## config.mk

```make
export PLATFORM = sky130hd
export DESIGN_NAME = jstk2_spi_master_flat
export DESIGN_NICKNAME = d
export VERILOG_FILES = /design/src/rtl/jstk2_spi_master_pkg.sv /design/src/rtl/jstk2_spi_master_if.sv /design/src/rtl/jstk2_spi_master_spi_byte_shift.sv /design/src/rtl/jstk2_spi_master.sv /design/src/flat_wrapper.sv
export SDC_FILE = /design/constraint.sdc
export NUM_CORES = 1
export LEC_CHECK = 0
export CAP_MARGIN = 20
export CORE_MARGIN = 8
export CORE_UTILIZATION = 38
export CTS_CLUSTER_DIAMETER = 30
export DETAILED_ROUTE_END_ITERATION = 12
export GPL_TIMING_DRIVEN = 0
export PLACE_DENSITY = 0.58
export SLEW_MARGIN = 40
export SYNTH_ARGS = -nofsm -noshare
export SYNTH_HDL_FRONTEND = slang
export SYNTH_SLANG_ARGS = --single-unit
```

## constraint.sdc

```tcl
create_clock -name clk -period 2.1 [get_ports clk]
set_input_delay 0.21 -clock clk [delete_from_list [all_inputs] [get_ports clk]]
set_output_delay 0.21 -clock clk [all_outputs]
set_load 0.02 [all_outputs]
```

## src/rtl/jstk2_spi_master_pkg.sv

```systemverilog
// Shared definitions for the JSTK2 SPI master: FSM encoding, protocol constants
// and a counter-width helper.
package jstk_pkg;

    typedef enum logic [2:0] {
        ST_IDLE,
        ST_CS_SETUP,
        ST_SHIFT,
        ST_GAP,
        ST_CS_HOLD,
        ST_WAIT
    } jstk_state_e;

    localparam logic [7:0] CMD_SET_LED  = 8'h84;
    localparam int         NUM_BYTES    = 5;
    localparam int         BTN_JOY_BIT  = 0;
    localparam int         BTN_TRIG_BIT = 1;

    // Down-counters load at most (max - 1), so $clog2(max) bits are enough.
    function automatic int cnt_width(input int a, input int b, input int c, input int d);
        int m;
        m = a;
        if (b > m) m = b;
        if (c > m) m = c;
        if (d > m) m = d;
        return (m > 1) ? $clog2(m) : 1;
    endfunction

endpackage

```

## src/rtl/jstk2_spi_master_if.sv

```systemverilog
// System-side and pad-side signals of the JSTK2 SPI master, grouped with
// master (the block) and slave (its environment) views.
interface jstk2_spi_master_if;

    logic        enable;
    logic [23:0] led_rgb;
    logic        jstk_miso;
    logic        jstk_sck;
    logic        jstk_mosi;
    logic        jstk_cs;
    logic [9:0]  x_pos;
    logic [9:0]  y_pos;
    logic        btn_joy;
    logic        btn_trig;
    logic        data_valid;
    logic        busy;

    modport master (
        input  enable, led_rgb, jstk_miso,
        output jstk_sck, jstk_mosi, jstk_cs,
        output x_pos, y_pos, btn_joy, btn_trig, data_valid, busy
    );

    modport slave (
        output enable, led_rgb, jstk_miso,
        input  jstk_sck, jstk_mosi, jstk_cs,
        input  x_pos, y_pos, btn_joy, btn_trig, data_valid, busy
    );

endinterface

```

## src/rtl/jstk2_spi_master_spi_byte_shift.sv

```systemverilog
// SPI mode-0 byte engine: SCK half-period divider plus an 8-bit MSB-first
// shift register, with a start pulse in and a done strobe out.
module spi_byte_shift #(
    parameter int SCLK_HALF = 60
) (
    input  logic       clk,
    input  logic       rst,
    input  logic       start_i,
    input  logic [7:0] tx_byte_i,
    input  logic       miso_i,
    output logic       sck_o,
    output logic       mosi_o,
    output logic       done_o,
    output logic [7:0] rx_byte_o
);

    localparam int            HW        = (SCLK_HALF > 1) ? $clog2(SCLK_HALF) : 1;
    localparam logic [HW-1:0] HALF_LAST = HW'(SCLK_HALF - 1);

    logic          miso_meta_q, miso_sync_q;
    logic          run_q, sck_q;
    logic [HW-1:0] half_q;
    logic [2:0]    bit_q;
    logic [7:0]    tx_sh_q, rx_sh_q;

    logic          active;
    logic          tick;
    logic [HW-1:0] half_eff;

    // The start cycle already counts as the first cycle of bit 7's low phase.
    assign active    = run_q | start_i;
    assign half_eff  = run_q ? half_q : HALF_LAST;
    assign tick      = active && (half_eff == '0);
    assign done_o    = run_q && sck_q && tick && (bit_q == 3'd0);
    assign rx_byte_o = {rx_sh_q[6:0], miso_sync_q};
    assign sck_o     = sck_q;
    assign mosi_o    = run_q ? tx_sh_q[7] : tx_byte_i[7];

    always_ff @(posedge clk) begin
        if (rst) begin
            miso_meta_q <= 1'b0;
            miso_sync_q <= 1'b0;
            run_q       <= 1'b0;
            sck_q       <= 1'b0;
            half_q      <= '0;
            bit_q       <= 3'd0;
            tx_sh_q     <= 8'h00;
            rx_sh_q     <= 8'h00;
        end else begin
            miso_meta_q <= miso_i;
            miso_sync_q <= miso_meta_q;
            if (start_i && !run_q) begin
                run_q   <= 1'b1;
                tx_sh_q <= tx_byte_i;
                bit_q   <= 3'd7;
            end
            if (active) begin
                if (tick) begin
                    half_q <= HALF_LAST;
                    if (!sck_q) begin
                        sck_q <= 1'b1;
                    end else begin
                        // Falling edge: capture MISO and present the next MOSI bit.
                        sck_q   <= 1'b0;
                        rx_sh_q <= rx_byte_o;
                        tx_sh_q <= {tx_sh_q[6:0], 1'b0};
                        if (bit_q == 3'd0) run_q <= 1'b0;
                        else               bit_q <= bit_q - 3'd1;
                    end
                end else begin
                    half_q <= half_eff - HW'(1);
                end
            end
        end
    end

endmodule

```

## src/rtl/jstk2_spi_master.sv

```systemverilog
// Pmod JSTK2 poller: sequences CS, five SPI bytes and inter-byte gaps, then
// publishes X/Y/buttons with a one-cycle strobe. JSTK_LED_EN enables LED colour TX.
module jstk2_spi_master
    import jstk_pkg::*;
#(
    parameter int SCLK_HALF    = 60,
    parameter int CS_SETUP_CYC = 1500,
    parameter int BYTE_GAP_CYC = 1000,
    parameter int POLL_CYC     = 1000000
) (
    input  logic              clk,
    input  logic              rst,
    jstk2_spi_master_if.master bus
);

    localparam int CNT_W = cnt_width(SCLK_HALF, CS_SETUP_CYC, BYTE_GAP_CYC, POLL_CYC);

`ifdef JSTK_LED_EN
    localparam logic [7:0] FIRST_TX = CMD_SET_LED;
`else
    localparam logic [7:0] FIRST_TX = 8'h00;
`endif

    jstk_state_e      state_q;
    logic [CNT_W-1:0] cnt_q;
    logic [2:0]       byte_idx_q;
    logic             start_q;
    logic [7:0]       tx_byte_q;
    logic [7:0]       tx_next_d;
    logic             cs_q, busy_q, dv_q;
    logic [7:0]       x_lo_q, y_lo_q;
    logic [1:0]       x_hi_q, y_hi_q, btn_q;
    logic [9:0]       x_q, y_q;
    logic             joy_q, trig_q;

    logic             sh_sck, sh_mosi, sh_done;
    logic [7:0]       sh_rx;

    spi_byte_shift #(.SCLK_HALF(SCLK_HALF)) u_shift (
        .clk       (clk),
        .rst       (rst),
        .start_i   (start_q),
        .tx_byte_i (tx_byte_q),
        .miso_i    (bus.jstk_miso),
        .sck_o     (sh_sck),
        .mosi_o    (sh_mosi),
        .done_o    (sh_done),
        .rx_byte_o (sh_rx)
    );

`ifdef JSTK_LED_EN
    logic [23:0] led_q;

    always_ff @(posedge clk) begin
        if (rst)                                   led_q <= 24'h0;
        else if (state_q == ST_IDLE && bus.enable) led_q <= bus.led_rgb;
    end

    always_comb begin
        case (byte_idx_q)
            3'd0:    tx_next_d = led_q[23:16];
            3'd1:    tx_next_d = led_q[15:8];
            3'd2:    tx_next_d = led_q[7:0];
            default: tx_next_d = 8'h00;
        endcase
    end
`else
    assign tx_next_d = 8'h00;
`endif

    // WAIT plus the single IDLE cycle together span POLL_CYC clocks of CS high.
    always_ff @(posedge clk) begin
        if (rst) begin
            state_q    <= ST_IDLE;
            cnt_q      <= '0;
            byte_idx_q <= 3'd0;
            start_q    <= 1'b0;
            tx_byte_q  <= 8'h00;
            cs_q       <= 1'b1;
            busy_q     <= 1'b0;
            dv_q       <= 1'b0;
            x_lo_q     <= 8'h00;
            y_lo_q     <= 8'h00;
            x_hi_q     <= 2'b00;
            y_hi_q     <= 2'b00;
            btn_q      <= 2'b00;
            x_q        <= 10'd0;
            y_q        <= 10'd0;
            joy_q      <= 1'b0;
            trig_q     <= 1'b0;
        end else begin
            start_q <= 1'b0;
            dv_q    <= 1'b0;
            case (state_q)
                ST_IDLE: begin
                    if (bus.enable) begin
                        state_q    <= ST_CS_SETUP;
                        cnt_q      <= CNT_W'(CS_SETUP_CYC - 1);
                        byte_idx_q <= 3'd0;
                        tx_byte_q  <= FIRST_TX;
                        cs_q       <= 1'b0;
                        busy_q     <= 1'b1;
                    end
                end
                ST_CS_SETUP: begin
                    if (cnt_q == '0) begin
                        state_q <= ST_SHIFT;
                        start_q <= 1'b1;
                    end else begin
                        cnt_q <= cnt_q - CNT_W'(1);
                    end
                end
                ST_SHIFT: begin
                    if (sh_done) begin
                        case (byte_idx_q)
                            3'd0:    x_lo_q <= sh_rx;
                            3'd1:    x_hi_q <= sh_rx[1:0];
                            3'd2:    y_lo_q <= sh_rx;
                            3'd3:    y_hi_q <= sh_rx[1:0];
                            default: btn_q  <= {sh_rx[BTN_TRIG_BIT], sh_rx[BTN_JOY_BIT]};
                        endcase
                        if (byte_idx_q == 3'(NUM_BYTES - 1)) begin
                            state_q   <= ST_CS_HOLD;
                            cnt_q     <= CNT_W'(SCLK_HALF - 1);
                            tx_byte_q <= 8'h00;
                        end else begin
                            state_q   <= ST_GAP;
                            cnt_q     <= CNT_W'(BYTE_GAP_CYC - 1);
                            tx_byte_q <= tx_next_d;
                        end
                    end
                end
                ST_GAP: begin
                    if (cnt_q == '0) begin
                        state_q    <= ST_SHIFT;
                        start_q    <= 1'b1;
                        byte_idx_q <= byte_idx_q + 3'd1;
                    end else begin
                        cnt_q <= cnt_q - CNT_W'(1);
                    end
                end
                ST_CS_HOLD: begin
                    if (cnt_q == '0) begin
                        state_q <= ST_WAIT;
                        cnt_q   <= CNT_W'(POLL_CYC - 2);
                        cs_q    <= 1'b1;
                        busy_q  <= 1'b0;
                        dv_q    <= 1'b1;
                        x_q     <= {x_hi_q, x_lo_q};
                        y_q     <= {y_hi_q, y_lo_q};
                        joy_q   <= btn_q[0];
                        trig_q  <= btn_q[1];
                    end else begin
                        cnt_q <= cnt_q - CNT_W'(1);
                    end
                end
                ST_WAIT: begin
                    if (cnt_q == '0) state_q <= ST_IDLE;
                    else             cnt_q   <= cnt_q - CNT_W'(1);
                end
                default: state_q <= ST_IDLE;
            endcase
        end
    end

    assign bus.jstk_sck   = sh_sck;
    assign bus.jstk_mosi  = sh_mosi;
    assign bus.jstk_cs    = cs_q;
    assign bus.busy       = busy_q;
    assign bus.data_valid = dv_q;
    assign bus.x_pos      = x_q;
    assign bus.y_pos      = y_q;
    assign bus.btn_joy    = joy_q;
    assign bus.btn_trig   = trig_q;

endmodule
```

## src/flat_wrapper.sv

```systemverilog
// flat-port wrapper written by rule: the top's interface ports become plain ports
module jstk2_spi_master_flat import jstk_pkg::*;
#(
    parameter int SCLK_HALF    = 60,
    parameter int CS_SETUP_CYC = 1500,
    parameter int BYTE_GAP_CYC = 1000,
    parameter int POLL_CYC     = 1000000
)
  (clk, rst, bus_enable, bus_led_rgb, bus_jstk_miso, bus_jstk_sck, bus_jstk_mosi, bus_jstk_cs, bus_x_pos, bus_y_pos, bus_btn_joy, bus_btn_trig, bus_data_valid, bus_busy);
  jstk2_spi_master_if bus_i ();
  input  logic clk;
  input  logic rst;
  input wire logic [$bits(bus_i.enable)-1:0] bus_enable;
  input wire logic [$bits(bus_i.led_rgb)-1:0] bus_led_rgb;
  input wire logic [$bits(bus_i.jstk_miso)-1:0] bus_jstk_miso;
  output wire logic [$bits(bus_i.jstk_sck)-1:0] bus_jstk_sck;
  output wire logic [$bits(bus_i.jstk_mosi)-1:0] bus_jstk_mosi;
  output wire logic [$bits(bus_i.jstk_cs)-1:0] bus_jstk_cs;
  output wire logic [$bits(bus_i.x_pos)-1:0] bus_x_pos;
  output wire logic [$bits(bus_i.y_pos)-1:0] bus_y_pos;
  output wire logic [$bits(bus_i.btn_joy)-1:0] bus_btn_joy;
  output wire logic [$bits(bus_i.btn_trig)-1:0] bus_btn_trig;
  output wire logic [$bits(bus_i.data_valid)-1:0] bus_data_valid;
  output wire logic [$bits(bus_i.busy)-1:0] bus_busy;
  assign bus_i.enable = bus_enable;
  assign bus_i.led_rgb = bus_led_rgb;
  assign bus_i.jstk_miso = bus_jstk_miso;
  assign bus_jstk_sck = bus_i.jstk_sck;
  assign bus_jstk_mosi = bus_i.jstk_mosi;
  assign bus_jstk_cs = bus_i.jstk_cs;
  assign bus_x_pos = bus_i.x_pos;
  assign bus_y_pos = bus_i.y_pos;
  assign bus_btn_joy = bus_i.btn_joy;
  assign bus_btn_trig = bus_i.btn_trig;
  assign bus_data_valid = bus_i.data_valid;
  assign bus_busy = bus_i.busy;
  jstk2_spi_master #(.SCLK_HALF(SCLK_HALF), .CS_SETUP_CYC(CS_SETUP_CYC), .BYTE_GAP_CYC(BYTE_GAP_CYC), .POLL_CYC(POLL_CYC)) u_core (.clk(clk), .rst(rst), .bus(bus_i));
endmodule
```

# Word-level counts from Yosys, hierarchy flattened
# Index checks and enable logic that the tools add are counted.
op_classes:
  add_sub_neg: 4
  n_eq_ne: 16
  mux: 44
  bitwise: 4
  reduce_logical: 33
op_table:
  columns: ["cell", "n"]
  rows:
  - ["2-to-1 mux 20 bit", 4]
  - ["case mux 20 bit (4 select lines)", 1]
  - ["2-to-1 mux 8 bit", 6]
  - ["2-to-1 mux 3 bit", 13]
  - ["AND reduction 3 bit", 9]
  - ["logical NOT 20 bit", 1]
  - ["subtractor 20 x 1 -> 20 bit, second input constant", 1]
  - ["case mux 8 bit (2 select lines)", 1]
  - ["case mux 3 bit (5 select lines)", 1]
  - ["equality test 3 x 2 -> 1 bit, second input constant", 4]
  - ["2-to-1 mux 1 bit", 12]
  - ["2-to-1 mux 6 bit", 2]
  - ["2-to-1 mux 10 bit", 1]
  - ["inequality test 2 x 1 -> 1 bit, second input constant", 5]
  - ["equality test 3 bit, second input constant", 3]
  - ["logical NOT 3 bit", 3]
  - ["equality test 3 x 1 -> 1 bit, second input constant", 2]
  - ["logical NOT 6 bit", 1]
  - ["case mux 3 bit (2 select lines)", 1]
  - ["nonzero test 2 bit", 3]
  - ["OR reduction 2 bit", 3]
  - ["subtractor 6 x 1 -> 6 bit, second input constant", 1]
  - ["logical AND 1 bit", 5]
  - ["AND reduction 5 bit", 1]
  - ["other kinds (12)", 17]
word_totals:
  register_bits: 110
  in_bits: 28
  wordCells: 126

# Logic depth before layout (Yosys ltp)
# Gate-level depths: netlist of the first run.
depth:
  depth_word: 7
  mapped_depth: 9
  mapped_depth_nobuf: 7

# Cells and area by module
# A second synthesis of the first run with hierarchy kept.
unflattened:
  cells_unflattened: 585
  hier_area_um2: 4921.0
modules_own_cells:
  columns: ["module", "instances", "cells_per_inst", "area_per_inst_um2", "seq_area_each_um2"]
  rows:
  - ["jstk2_spi_master", 1, 438, 3503.4, 1481.4]
  - ["spi_byte_shift", 1, 147, 1417.6, 560.5]

# Worst setup path before layout of the first run
# OpenSTA, ideal clock, no wires.
synth_path:
  path_kind: "register to register"
  start: "register u_core.u_shift.run_q"
  end: "register u_core.cnt_q[3]"
  setup_time_ns: 0.134
  t_arrival_ns: 2.095
  required_ns: 1.966
  slack_ns: -0.130
  stages_incl_launch_ff: 10
  n_path_buf: 2
  path_cell_list: "dfxtp_1 > clkbuf_1 > nor2b_1 > ha_1 > nand3b_1 > nor2_1 > o221ai_1 > clkbuf_1 > o311ai_1 > o31ai_1"
synth_via:
  elab_chain_len: 7
synth_rtl:
  columns: ["item", "line", "text"]
  rows:
  - ["from (decl)", "jstk2_spi_master_spi_byte_shift.sv:21", "logic run_q, sck_q;"]
  - ["from (signal assigned)", "jstk2_spi_master_spi_byte_shift.sv:43", "run_q <= 1'b0;"]
  - ["from (signal assigned)", "jstk2_spi_master_spi_byte_shift.sv:53", "run_q <= 1'b1;"]
  - ["from (signal assigned)", "jstk2_spi_master_spi_byte_shift.sv:67", "if (bit_q == 3'd0) run_q <= 1'b0;"]
  - ["2-to-1 mux 6 bit", "jstk2_spi_master_spi_byte_shift.sv:32", "assign half_eff = run_q ? half_q : HALF_LAST;"]
  - ["logical NOT 6 bit", "jstk2_spi_master_spi_byte_shift.sv:33", "assign tick = active && (half_eff == '0);"]
  - ["logical AND 1 bit", "jstk2_spi_master_spi_byte_shift.sv:33", null]
  - ["logical AND 1 bit (*) (2 in a row)", "jstk2_spi_master_spi_byte_shift.sv:34", "assign done_o = run_q && sck_q && tick && (bit_q == 3'd0);"]
  - ["inequality test 2 x 1 -> 1 bit (no source line) (*)", null, null]
  - ["AND reduction 4 bit (no source line) (*)", null, null]
  - ["to (signal assigned)", "jstk2_spi_master.sv:98", "cnt_q <= CNT_W'(CS_SETUP_CYC - 1);"]
  - ["to (signal assigned)", "jstk2_spi_master.sv:110", "cnt_q <= cnt_q - CNT_W'(1);"]
  - ["to (signal assigned)", "jstk2_spi_master.sv:124", "cnt_q <= CNT_W'(SCLK_HALF - 1);"]
  - ["to (decl)", "jstk2_spi_master.sv:25", "logic [CNT_W-1:0] cnt_q;"]
# Every way passes the cells marked *; elsewhere a longest branch is shown, timed or not.
# A chain may end at the register's enable or synchronous reset.

# Worst setup path in the final report of the first run
layout_path:
  start: "register u_core.cnt_q[7]"
  end: "register u_core.cnt_q[14]"
layout_via:
  elab_chain_len: 3
layout_rtl:
  columns: ["item", "line"]
  rows:
  - ["subtractor 20 x 1 -> 20 bit / logical NOT 20 bit (equally long branches)", null]
  - ["2-to-1 mux 20 bit, or another cell as far along", "jstk2_spi_master.sv:106, jstk2_spi_master.sv:134, jstk2_spi_master.sv:158"]
  - ["case mux 20 bit (4 select lines) / AND reduction 4 bit (equally long branches)", null]
# Several ways; a longest one is shown, not always the timed one. The select of a mux whose other input is x is not followed.

==> impl_metrics.py, run 1 <==
metrics = {
    "synthesis": {
        "netlist_area_sq_mm": 0.00467,
        "synth_nets": 592,
        "synth_ff_type": "dfxtp_1",
        "avgSynthCellArea_sq_um": 8.45,
        "ys_warn_count": 0,
        "ys_ff_latch": 102,
        "ys_types": 59,
        "synth_cells": 553,
        "synth_seq_area_share": 0.437,
        "synth-edff-count": 0,
        "async_flop_share": 0,
    },
    "grt": {
        "grt_antenna_before_repair": 0,
        "grt_overflow_total": 0,
        "grt_max_degree": 19,
        "grt_pass1_wl_mm": 22.2,
        "grt_pass1_vias": 4340,
        "track_usage": 0.171,
    },
    "timing": {
        "worst_pin_slew_ns": 0.689,
        "setup_ws_ns": 0.0102,
        "drv_slew": 0,
        "clock_skew_ns": 0.0100,
        "grt_setup_unrepaired": "true",
        "hold_violations": 0,
        "hold_ws_ns": 0.438,
        "finalSetupTns_ns": 0,
        "post-route-period-util": 0.995,
        "setup_violations": 0,
        "relSlewSlack": 0.541,
        "min_period_ns": 2.09,
        "max_freq_ghz": 0.479,
    },
    "cells_and_area": {
        "post-route-util": 0.516,
        "fin_area_sq_mm": 0.00620,
        "finalNetCount": 673,
        "drive_gt1_frac": 0.226,
        "final-instance-count-excl-fill": 785,
        "antenna_cells": 0,
        "final-seq-area_sq_mm": 0.00205,
        "synthToLayoutAreaGrowth_pct": 32.7,
        "multi_input_area_sq_mm": 0.00268,
        "nFillCells": 1138,
    },
    "worst_setup_path": {
        "crit_type": "register to register",
        "endpoint_kind": "register",
        "required_ns": 2.36,
        "worstPathArrival_ns": 2.35,
        "path_cells": "or4_4, buf_6, nor2_8, buf_6, nand4b_4, a211o_1, a221oi_2",
        "startpoint_type": "register",
        "cp_slowest_stage_delay_ns": 0.54,
        "critPathSlowestCell": "or4_4",
        "ff2ff_path_depth": 7,
        "worstPathMaxFanout": 6,
        "critPathMostFrequentCell": "buf_6",
    },
    "pwr": {
        "clkPwrFrac": 0.377,
        "static-leakage-power_nw": 2.34,
        "power.density_mw_per_mm2": 741,
        "combPwrFrac": 0.173,
        "power.internal_mw": 3.28,
        "p_sw_frac": 0.286,
        "pwr-share-seq": 0.449,
        "total_power_mw": 4.59,
        "peakVddDrop_mv": 0.425,
        "p_switching_mw": 1.31,
    },
    "drt": {
        "dr.pass1.iters": 5,
        "vias": 4378,
        "drt_iter0_markers": 366,
        "drt-wirelength-per-cell_microns": 17.4,
        "routed_wl_mm": 13.7,
        "drcViolationCount": 0,
        "ant_nets": 0,
        "viasPerCell": 5.58,
    },
    "die": {
        "initial_core_util": 0.389,
        "core_sq_mm": 0.0120,
        "io_pins": 55,
        "fp.dieW_microns": 127,
        "dieHeight_microns": 127,
        "row_count": 40,
        "die-area_sq_mm": 0.0161,
    },
    "clock_network": {
        "insertion_delay_ns": 0.36,
        "cts.sink_count": 102,
        "clock_path_buffers": 2,
        "cts-hold-fix-buffers": 0,
        "numCtsBuffers": 9,
        "htree_levels": 3,
        "cts_tree": "done",
        "clk_pin_slew_ns": 0.07,
        "cts-root-buf": "clkbuf_16",
    },
    "run": {
        "drv_cap": 0,
    },
    "place": {
        "dpl_cell_area_sq_mm": 0.00516,
        "gp_congestion": 0.854,
        "pre_cts_slack_ns": -0.569,
        "dp.cells": 730,
        "io_buffers": 30,
        "dp_hpwl_mm": 9.02,
    },
    "status": {
        "status": "finished clean",
    },
    "hold_path": {
        "whs_path_depth": 1,
        "min_path_type": "register to register",
    },
}
-- flip-flops by register name (all words and copies together) (netlist names), 2 cells and up --
signal	count
u_core.x_hi_q	2
u_core.bus.y_pos	10
u_core.state_q	3
u_core.cnt_q	20
u_core.u_shift.rx_sh_q	7
u_core.y_hi_q	2
u_core.byte_idx_q	3
u_core.u_shift.half_q	6
u_core.u_shift.bit_q	3
u_core.btn_q	2
u_core.y_lo_q	8
u_core.u_shift.tx_sh_q	8
u_core.x_lo_q	8
u_core.bus.x_pos	10
-- cells by family (layout without fill, tap and decap cells) --
family,after synthesis,in the layout,synth area share
simple gates,230,230,0.247
mux,20,20,0.0428
xor+xnor,4,4,0.00749
buf+inv,55,140,0.0503
compound gates,131,131,0.186
flops,102,102,0.437
fa+ha+maj,11,11,0.0294
-- synthesized netlist by cell type, drive strengths merged, types with 11 or more instances --
cell type  number  share of area
nand3          23          0.027
clkbuf         23          0.018
nand2          92          0.074
inv            18          0.014
nor2           45          0.040
a21oi          60          0.064
ha             11          0.029
buf            14          0.017
o21ai          12          0.014
mux2i          20          0.043
dfxtp         102           0.44
nor3           16          0.018
a211oi         11          0.018
-- power by group through the flow --
stage          Sequential, mW  Clock (mW)  Combinational, mW
2_1_floorplan            2.07           0              0.401
3_3_place_gp             2.08           0              0.543
3_5_place_dp             2.08           0              0.549
4_1_cts                  2.05        1.79              0.661
5_1_grt                  2.07        1.85              0.855
6_report                 2.06        1.73              0.796
-- per-layer routing --
metal,GRT usage,wire [microns],share of wire,up-vias
met5,0,0,0,-
met4,0.0651,277,0.020,0
met3,0.0465,747,0.055,26
met2,0.271,6390,0.47,106
met1,0.218,6250,0.46,2118
li1,-,-,-,2128
-- worst max-delay path, delay by kind of cell (launching register included) --
kind / cells / cell delay (ns)
compound gates: 2 / 0.54
buf+inv: 2 / 0.26
flops: 1 / 0.34
simple gates: 3 / 0.84
-- repair_timing --
item | in CTS | in global routing
pin swaps | 13 | 24
cloned | 0 | 0
endpoints found under the setup margin | 88 | 78
setup buffers | 24 | 21
resized for setup | 56 | 59
-- final timing paths --
check	from	end	slack (ns)
worst max-delay path	u_core.cnt_q[7]	u_core.cnt_q[14]	0.01
worst min-delay path	u_core.u_shift.miso_meta_q	u_core.u_shift.miso_sync_q	0.44
worst max register to register	u_core.cnt_q[7]	u_core.cnt_q[14]	0.01
worst min register to register	u_core.u_shift.miso_meta_q	u_core.u_shift.miso_sync_q	0.44
-- cells in the final DEF (no fill, tap or decap), types with 12 or more instances in the layout --
cell type,n
a21oi_1,55
buf_4,39
buf_6,12
clkdlybuf4s50_1,30
dfxtp_1,97
inv_1,16
mux2i_1,19
nand2_1,91
nand3_1,20
nor2_1,40
nor3_1,13
-- cell type report --
cell class	instances	share of cell area
Inverter	18	0.0113
Buffer	32	0.0377
Sequential cell	102	0.331
Clock inverter	6	0.0125
Tap cell	147	0.0297
Clock buffer	9	0.0363
Timing Repair Buffer	75	0.109
Multi-Input combinational cell	396	0.432
(Power assumes the default switching activity.)
==> run 2: changes to the inputs <==
--- a/config.mk
+++ b/config.mk
@@ -5,7 +5,7 @@
 export SDC_FILE = /design/constraint.sdc
 export NUM_CORES = 1
 export LEC_CHECK = 0
-export CAP_MARGIN = 20
+export CORE_ASPECT_RATIO = 0.7
 export CORE_MARGIN = 8
 export CORE_UTILIZATION = 38
 export CTS_CLUSTER_DIAMETER = 30
==> run 2 against run 1 <==
Net effect: cell area grew 2.5%; critical path type unchanged; maximum frequency is 0.91% lower; global-route usage down 0.064 points; via count rose by 2.4%; final cell count is 3.4% higher; clock skew about the same; non-clock buffer count rose by 11; combinational power rose by 9.4%; the flow now finishes with violations (negative setup slack); first-iteration DRC count is 26% lower.
==> impl_metrics.py, run 2 (synthesis gave the netlist of run 1 again) <==
metrics = {
    "cells_and_area": {
        "multi_input_area_sq_mm": 0.00271,
        "fin_area_sq_mm": 0.00635,
        "post-route-util": 0.520,
        "finalNetCount": 684,
        "largest-register": "u_core.cnt_q",
        "antenna_cells": 0,
        "nFillCells": 1126,
        "final-seq-area_sq_mm": 0.00205,
        "layout_common_cells": "96 x dfxtp_1, 91 x nand2_1, 54 x a21oi_1",
        "drive_gt1_frac": 0.245,
        "synthToLayoutAreaGrowth_pct": 35.9,
        "largest_reg_flops": 20,
        "layout_commonest_cell": "dfxtp_1",
    },
    "drt": {
        "drt-wirelength-per-cell_microns": 17.2,
        "drcViolationCount": 0,
        "dr.pass1.iters": 4,
        "ant_nets": 0,
        "drt_iter0_markers": 271,
        "routed_wl_mm": 14.0,
        "viasPerCell": 5.52,
        "vias": 4481,
    },
    "place": {
        "pre_cts_slack_ns": -0.514,
        "io_buffers": 30,
        "gp_congestion": 0.875,
        "dpl_cell_area_sq_mm": 0.00518,
        "dp_hpwl_mm": 9.36,
    },
    "pwr": {
        "power.density_mw_per_mm2": 747,
        "peakVddDrop_mv": 0.438,
        "total_power_mw": 4.75,
        "static-leakage-power_nw": 2.40,
    },
    "worst_setup_path": {
        "r2r-start": "u_core.cnt_q[4]",
        "startpoint_type": "register",
        "endpoint_kind": "register",
        "worstPathMaxFanout": 6,
        "ff2ff_path_depth": 7,
        "path_cells": "or4_1, buf_6, nor2_8, buf_4, nand4b_4, a211o_1, a221oi_2",
        "critPathSlowestCell": "or4_1",
        "worstPathArrival_ns": 2.36,
        "rrSetupSlack_ns": -0.009,
        "reg2reg_to": "u_core.cnt_q[14]",
        "cp_slowest_stage_delay_ns": 0.53,
        "required_ns": 2.35,
        "crit_type": "register to register",
    },
    "timing": {
        "hold_ws_ns": 0.446,
        "setup_violations": 3,
        "hold_violations": 0,
        "setup_ws_ns": -0.00900,
        "grt_setup_unrepaired": "true",
        "relSlewSlack": 0.552,
        "worst_pin_slew_ns": 0.672,
        "max_freq_ghz": 0.474,
        "min_period_ns": 2.11,
        "clock_skew_ns": 0.0104,
        "drv_slew": 0,
        "post-route-period-util": 1.00,
    },
    "die": {
        "dieHeight_microns": 109,
        "row_count": 34,
        "fp.dieW_microns": 149,
        "die-area_sq_mm": 0.0162,
        "core_sq_mm": 0.0122,
        "io_pins": 55,
        "initial_core_util": 0.383,
    },
    "hold_path": {
        "min_path_type": "register to register",
        "whs_path_depth": 1,
        "holdPathEnd": "u_core.u_shift.miso_sync_q",
        "hp-start": "u_core.u_shift.miso_meta_q",
    },
    "grt": {
        "grt_overflow_total": 0,
        "grt_antenna_before_repair": 0,
        "grt_pass1_wl_mm": 22.0,
        "grt_pass1_vias": 4141,
        "grt_max_degree": 21,
        "track_usage": 0.171,
    },
    "clock_network": {
        "insertion_delay_ns": 0.35,
        "cts.sink_count": 102,
        "cts_tree": "done",
        "numCtsBuffers": 9,
        "cts-hold-fix-buffers": 0,
        "clk_pin_slew_ns": 0.08,
        "htree_levels": 3,
        "clock_path_buffers": 2,
        "cts-root-buf": "clkbuf_16",
    },
    "status": {
        "violations": "negative setup slack",
        "status": "finished, violations left",
    },
    "run": {
        "drv_cap": 0,
    },
}
run 2: cell types whose count changed in the layout (fill, tap and decap cells not counted), moves of 2 or more:
cell and change:
o21ai_0 +3, buf_4 +10, a211oi_2 +2, clkinv_8 +2
o21ai_2 -3, a211oi_1 -2, nor4_1 -2
run 2: cell type report:
class	count	share of cell area
Sequential cell	102	0.323
Timing Repair Buffer	84	0.117
Tap cell	162	0.0319
Clock buffer	9	0.0354
Buffer	34	0.0400
Inverter	18	0.0110
Multi-Input combinational cell	396	0.426
Clock inverter	7	0.0161
run 2: power breakdown:
group	internal (mW)	total, mW	leakage (nW)	switching, mW
Sequential	1.99	2.06	0.828	0.0717
Combinational	0.392	0.871	1.41	0.479
Clock	0.972	1.82	0.160	0.846
Total	3.35	4.75	2.40	1.40
run 2: worst max path at each step:
stage | startpoint | slack [ns] | end
after floorplan | u_core.u_shift.run_q | 0.009 | u_core.cnt_q[1]
after global placement | u_core.u_shift.run_q | -0.51 | u_core.cnt_q[5]
after detailed placement | u_core.u_shift.run_q | -0.51 | u_core.cnt_q[5]
after CTS | u_core.u_shift.run_q | -0.06 | u_core.x_lo_q[1]
after global routing | u_core.u_shift.run_q | -0.11 | u_core.x_lo_q[0]
final | u_core.cnt_q[4] | -0.009 | u_core.cnt_q[14]
run 2: metal layers:
metal	GRT usage	wire length, microns	vias up
met3	0.0456	889	15
met1	0.238	6800	2170
li1	-	-	2155
met4	0.0558	215	0
met2	0.252	6050	141
met5	0	0	-
run 2: timing repair:
item                       in CTS  in global routing
gates resized for setup        50                 71
cloned                          1                  0
pin swaps                      12                 25
setup buffers                  22                 31
setup endpoints to repair      89                 74
run 2: stage by stage:
step | cells | TNS (ns)
global route | 812 | -2.17
global placement | 745 | -20.21
detailed placement | 745 | -21.51
finish | 812 | -0.0255
CTS | 781 | -0.788
floorplan | 553 | 0
run 2: worst max-delay path: cells and delay by family, from the launching register on:
kind | cells | cell delay, ns
DFF | 1 | 0.35
AOI/OAI and AO/OA | 2 | 0.55
and+or+nand+nor | 3 | 0.84
buffers and inverters | 2 | 0.28
==> run 3: changes to the inputs <==
--- a/config.mk
+++ b/config.mk
@@ -5,6 +5,7 @@
 export SDC_FILE = /design/constraint.sdc
 export NUM_CORES = 1
 export LEC_CHECK = 0
+export ABC_AREA = 0
 export CORE_ASPECT_RATIO = 0.7
 export CORE_MARGIN = 8
 export CORE_UTILIZATION = 38
==> results of run 3 <==
Final layout, timing and power as in run 2 (identical DEF).
